**src/rtl/prau_quire_spill.sv**
```systemverilog
// PRAU quire spill/fill engine: streams a quire snapshot out as XLEN-bit beats (SAVE)
// and reassembles XLEN-bit beats into a single quire write (RESTORE). Build option: PRAU_QUIRE_SPILL_CHECKSUM_EN.
module prau_quire_spill #(
    parameter int XLEN     = 64,
    parameter int QUIRELEN = 512
) (
    input  logic                clk_i,
    input  logic                rst_i,
    input  logic                req_valid_i,
    output logic                req_ready_o,
    input  logic                req_op_i,
    input  logic [QUIRELEN-1:0] quire_i,
    output logic [QUIRELEN-1:0] quire_o,
    output logic                quire_we_o,
    output logic                rd_valid_o,
    input  logic                rd_ready_i,
    output logic [XLEN-1:0]     rd_data_o,
    output logic                rd_last_o,
    input  logic                wr_valid_i,
    output logic                wr_ready_o,
    input  logic [XLEN-1:0]     wr_data_i,
    input  logic                wr_last_i,
    output logic                busy_o,
    output logic                err_o
);
    localparam int NBEATS = QUIRELEN / XLEN;
`ifdef PRAU_QUIRE_SPILL_CHECKSUM_EN
    localparam int NTOT = NBEATS + 1;
`else
    localparam int NTOT = NBEATS;
`endif
    localparam int CW = $clog2(NTOT + 1);

    typedef enum logic [1:0] {IDLE, SAVE, RESTORE, COMMIT} state_t;

    state_t              state;
    logic [QUIRELEN-1:0] sbuf;
    logic [CW-1:0]       count;
    logic                last_beat;
    logic [QUIRELEN-1:0] shifted_in;
`ifdef PRAU_QUIRE_SPILL_CHECKSUM_EN
    logic [XLEN-1:0]     csum;
`endif

    assign last_beat   = (count == CW'(NTOT - 1));
    assign shifted_in  = {wr_data_i, sbuf[QUIRELEN-1:XLEN]};
    assign req_ready_o = (state == IDLE);
    assign busy_o      = (state != IDLE);
    assign rd_valid_o  = (state == SAVE);
    assign wr_ready_o  = (state == RESTORE);
    assign rd_last_o   = (state == SAVE) && last_beat;
`ifdef PRAU_QUIRE_SPILL_CHECKSUM_EN
    // The trailing beat carries the XOR of every data beat already sent.
    assign rd_data_o   = (state != SAVE)          ? '0   :
                         (count == CW'(NBEATS))   ? csum : sbuf[XLEN-1:0];
`else
    assign rd_data_o   = (state == SAVE) ? sbuf[XLEN-1:0] : '0;
`endif

    // NOTE: all state updates use non-blocking assignments so every register samples pre-edge values.
    always_ff @(posedge clk_i or posedge rst_i) begin
        if (rst_i) begin
            state      <= IDLE;
            sbuf       <= '0;
            count      <= '0;
            quire_o    <= '0;
            quire_we_o <= 1'b0;
            err_o      <= 1'b0;
`ifdef PRAU_QUIRE_SPILL_CHECKSUM_EN
            csum       <= '0;
`endif
        end else begin
            // NOTE: the write strobe defaults low every cycle, so it can only ever be a one-cycle pulse.
            quire_we_o <= 1'b0;
            case (state)
                IDLE: begin
                    if (req_valid_i) begin
                        err_o <= 1'b0;
                        count <= '0;
`ifdef PRAU_QUIRE_SPILL_CHECKSUM_EN
                        csum  <= '0;
`endif
                        if (req_op_i) begin
                            sbuf  <= '0;
                            state <= RESTORE;
                        end else begin
                            sbuf  <= quire_i;
                            state <= SAVE;
                        end
                    end
                end
                SAVE: begin
                    if (rd_ready_i) begin
                        if (last_beat) begin
                            count <= '0;
                            state <= IDLE;
                        end else begin
                            sbuf  <= sbuf >> XLEN;
                            count <= count + 1'b1;
`ifdef PRAU_QUIRE_SPILL_CHECKSUM_EN
                            csum  <= csum ^ sbuf[XLEN-1:0];
`endif
                        end
                    end
                end
                RESTORE: begin
                    if (wr_valid_i) begin
                        if (wr_last_i != last_beat) begin
                            err_o <= 1'b1;
                            sbuf  <= '0;
                            count <= '0;
                            state <= IDLE;
                        end else if (last_beat) begin
`ifdef PRAU_QUIRE_SPILL_CHECKSUM_EN
                            if (wr_data_i != csum) begin
                                err_o <= 1'b1;
                                sbuf  <= '0;
                                count <= '0;
                                state <= IDLE;
                            end else begin
                                quire_o    <= sbuf;
                                quire_we_o <= 1'b1;
                                state      <= COMMIT;
                            end
`else
                            quire_o    <= shifted_in;
                            quire_we_o <= 1'b1;
                            state      <= COMMIT;
`endif
                        end else begin
                            sbuf  <= shifted_in;
                            count <= count + 1'b1;
`ifdef PRAU_QUIRE_SPILL_CHECKSUM_EN
                            csum  <= csum ^ wr_data_i;
`endif
                        end
                    end
                end
                COMMIT: begin
                    count <= '0;
                    state <= IDLE;
                end
                default: state <= IDLE;
            endcase
        end
    end
endmodule
```
**config.mk**
```make
export PLATFORM = sky130hd
export DESIGN_NAME = prau_quire_spill
export DESIGN_NICKNAME = d
export VERILOG_FILES = /design/src/rtl/prau_quire_spill.sv
export SDC_FILE = /design/constraint.sdc
export NUM_CORES = 2
export LEC_CHECK = 0
export ABC_CLOCK_PERIOD_IN_PS = 110600
export BUFFER_PORTS_ARGS = -buffer_cell sky130_fd_sc_hd__clkbuf_2
export CORE_AREA = 2 2 452 454
export CTS_CLUSTER_DIAMETER = 40
export DETAILED_ROUTE_END_ITERATION = 16
export DIE_AREA = 0 0 454 456
export GPL_TIMING_DRIVEN = 0
export SLEW_MARGIN = 20
export SYNTH_ARGS = -nofsm -noshare
export SYNTH_HDL_FRONTEND = slang
export SYNTH_SLANG_ARGS = --single-unit
```
**constraint.sdc**
```tcl
create_clock -name clk_i -period 110.6 [get_ports clk_i]
set_input_delay 22.12 -clock clk_i [delete_from_list [all_inputs] [get_ports clk_i]]
set_output_delay 22.12 -clock clk_i [all_outputs]
set_load 0.01 [all_outputs]
```
==> flow_summary.yaml <==
clocking:
  cts_inserted_buffers: 183
  post_cts.repair.setup_buffers: 0
  clock-root-buffer: "clkbuf_16"
  cts_buffer_depth: 3
  htreeDepth: 4
  clock-sinks: 1032
  tritoncts: "done"
  cts_resized: 0
  cts_hold_buf: 0
  worstSkewPairLatency_ns: 0.83
  cts.clk_slew.worst_paths_ns: 0.06
setup_path:
  cpMaxStageDelayCell: "ha_1"
  crit_required_ns: 88.48
  crit_path_start_kind: "register"
  slowest_delay_ns: 0.78
  path_max_fanout: 10
  path_class: "reg -> out"
  worst_ep_arrival_time_ns: 3.65
  crit_chain: "inv_1 -> ha_1 -> clkbuf_1 -> clkbuf_1 -> and2_1 -> clkbuf_2"
  path_common_cell: "clkbuf_1"
  crit_path_end_kind: "output pin"
power_and_ir_drop:
  power_mw: 1.732
  irDropWorstVdd_v: 0.00001484
  power_leakage_nw: 29.26
  powerDensity_mw_per_mm2: 27.59
sta:
  timing.final.crit_period_ns: 25.77
  final.setup.tns_ns: 0
  setup_slack_ns: 84.83
  worstMarginPinSlew_ns: 1.106
  drv_slew: 0
  whs_ns: 0.4990
  fin_crit_sh_pct: 23.30
  rsz0062_at_grt: "false"
  slew_headroom_pct: 26.25
  setup_violations: 0
  max_freq_mhz: 38.80
  hold_viol: 0
  fin_skew_ns: 0.05310
floorplanning:
  io_pins: 1166
  initial_utilization_pct: 23.11
  dieArea_mm2: 0.2070
  core_area_mm2: 0.2017
  rows: 165
  die_w_um: 454
  die_h_um: 456
synth:
  syn_nets: 4662
  synth_area_leaders: "dfrtp_1 (55%), mux2_2 (12%), a31oi_1 (11%)"
  ys_async_sr_fraction_pct: 100.0
  synth_most_common_cell: "dfrtp_1"
  synth_edf_count: 0
  syn_avg_cell_area_um2: 11.44
  synth_area_leader_cell: "dfrtp_1"
  synth.cell_area_mm2: 0.04662
  ys_ff_latch: 1032
  synth-seq-area-share_pct: 55.39
  yosysTopAreaCellShare_pct: 55.39
  yosys_warnings: 0
  synth_cell_types: 33
  synth-main-ff-cell: "dfrtp_1"
  syn_inst: 4074
  synth_common_cells: "dfrtp_1 (1032), a31oi_1 (833), mux2_2 (516), a22oi_1 (448), nand2_1 (387)"
place:
  port_buffers: 1165
  hpwl_um: 206100
  dpl_cell_area_mm2: 0.05617
  gp_congestion: 0.9341
  post-place-ws_ns: 85.07
  dp.cells: 7924
outcome:
  status: "finished, final reports clean"
flow_run:
  cap_violations: 0
detailed_routing:
  drt_iter0_drc: 4240
  vias: 42990
  avgViaCountPerCell: 5.173
  wl_um: 254000
  wl_per_cell_um: 30.57
  firstDrtPassIters: 6
  detail-route-antenna-nets: 0
  route.detailed.drc: 0
global_routing:
  grt_use_total_pct: 23.78
  first_global_vias: 42710
  grt_max_degree: 105
  grt_pass1_wl_um: 344000
  grt-ovfl-total: 0
  antenna_found_initial: 68
final_layout:
  multiInputGateArea_mm2: 0.01840
  area_growth_pct: 34.68
  nets: 6025
  register_area_mm2: 0.02582
  final_core_util_pct: 31.13
  fillCellCount: 20770
  drive_gt1_share_pct: 40.20
  fin_area_mm2: 0.06279
  final_cell_count_no_fill: 8310
worst_hold_path:
  hp-class: "reg -> reg"
[cell type report]
| type | instances | area share (%) |
|---|---|---|
| clock buffers | 227 | 8.060 |
| repair buffers | 1178 | 9.844 |
| inverters | 69 | 0.4244 |
| clock inverters | 111 | 2.292 |
| well taps | 2672 | 5.324 |
| plain buffers | 431 | 3.441 |
| flip-flops and latches | 1032 | 41.13 |
| diodes | 48 | 0.1913 |
| multi-input cells | 2542 | 29.30 |
[report_power, final]
group / leakage [nW] / internal [mW] / total, mW / switching, mW
clock: 3.12 / 0.379 / 0.592 / 0.213
combinational: 12.6 / 0.182 / 0.502 / 0.320
sequential: 13.5 / 0.474 / 0.638 / 0.164
[per-layer routing]
metal / global-route usage, % / wire (µm) / vias up
met5: 0 / 98 / -
met4: 14.58 / 15240 / 16
met3: 4.816 / 16350 / 514
met2: 41.98 / 131900 / 2111
met1: 25.98 / 90420 / 22010
li1: - / - / 18340
[worst max-delay path: cells and delay by family (launching register included)]
family	cells	cell delay, ns
flops	1	0.41
simple gates	1	0.23
fa+ha+maj	1	0.78
buf+inv	4	1.40
[sequential cells by signal (all words and copies together), names as in the netlist]
name,flops
count,4
sbuf,512
quire_o,512
err_o,1
quire_we_o,1
state,2
[logic make-up after synthesis]
family / after synthesis / synth area share (%)
AO/OA/AOI/OAI: 1482 / 21.11
XOR/XNOR: 1 / 0.01879
adder cells (fa/ha/maj): 5 / 0.1342
buffers and inverters: 500 / 5.169
flip-flops: 1032 / 55.39
multiplexers: 582 / 13.91
AND/OR/NAND/NOR: 472 / 4.267
[placed cells by master (no fill, tap or decap), drive strengths merged, types with 2 or more instances in the layout]
cell      instances
a22o             66
diode            48
a22oi           448
a21oi           130
nand2           388
nor2b             2
clkinvlp         23
nor2              3
nand3             2
and3              4
o21ai             4
a31oi           833
dfrtp          1032
ha                5
buf             246
mux2i            66
inv              89
clkinv           46
and2             66
bufinv           22
mux2            516
nand2b            3
clkbuf         1590
[final timing paths]
check | start | endpoint | slack (ns) | cells past startpoint
setup / recovery | state[1] | rd_data_o[21] | 84.83 | 6
hold / removal | quire_o[146] | quire_o[146] | 0.50 | 1
setup reg to reg | state[1] | sbuf[5] | 106.30 | 9
hold reg to reg | quire_o[146] | quire_o[146] | 0.50 | 1
max in group asynchronous | rst_i | sbuf[412] | 86.06 | 8
min in group asynchronous | rst_i | sbuf[3] | 21.38 | 2
(Power assumes the default switching activity.)
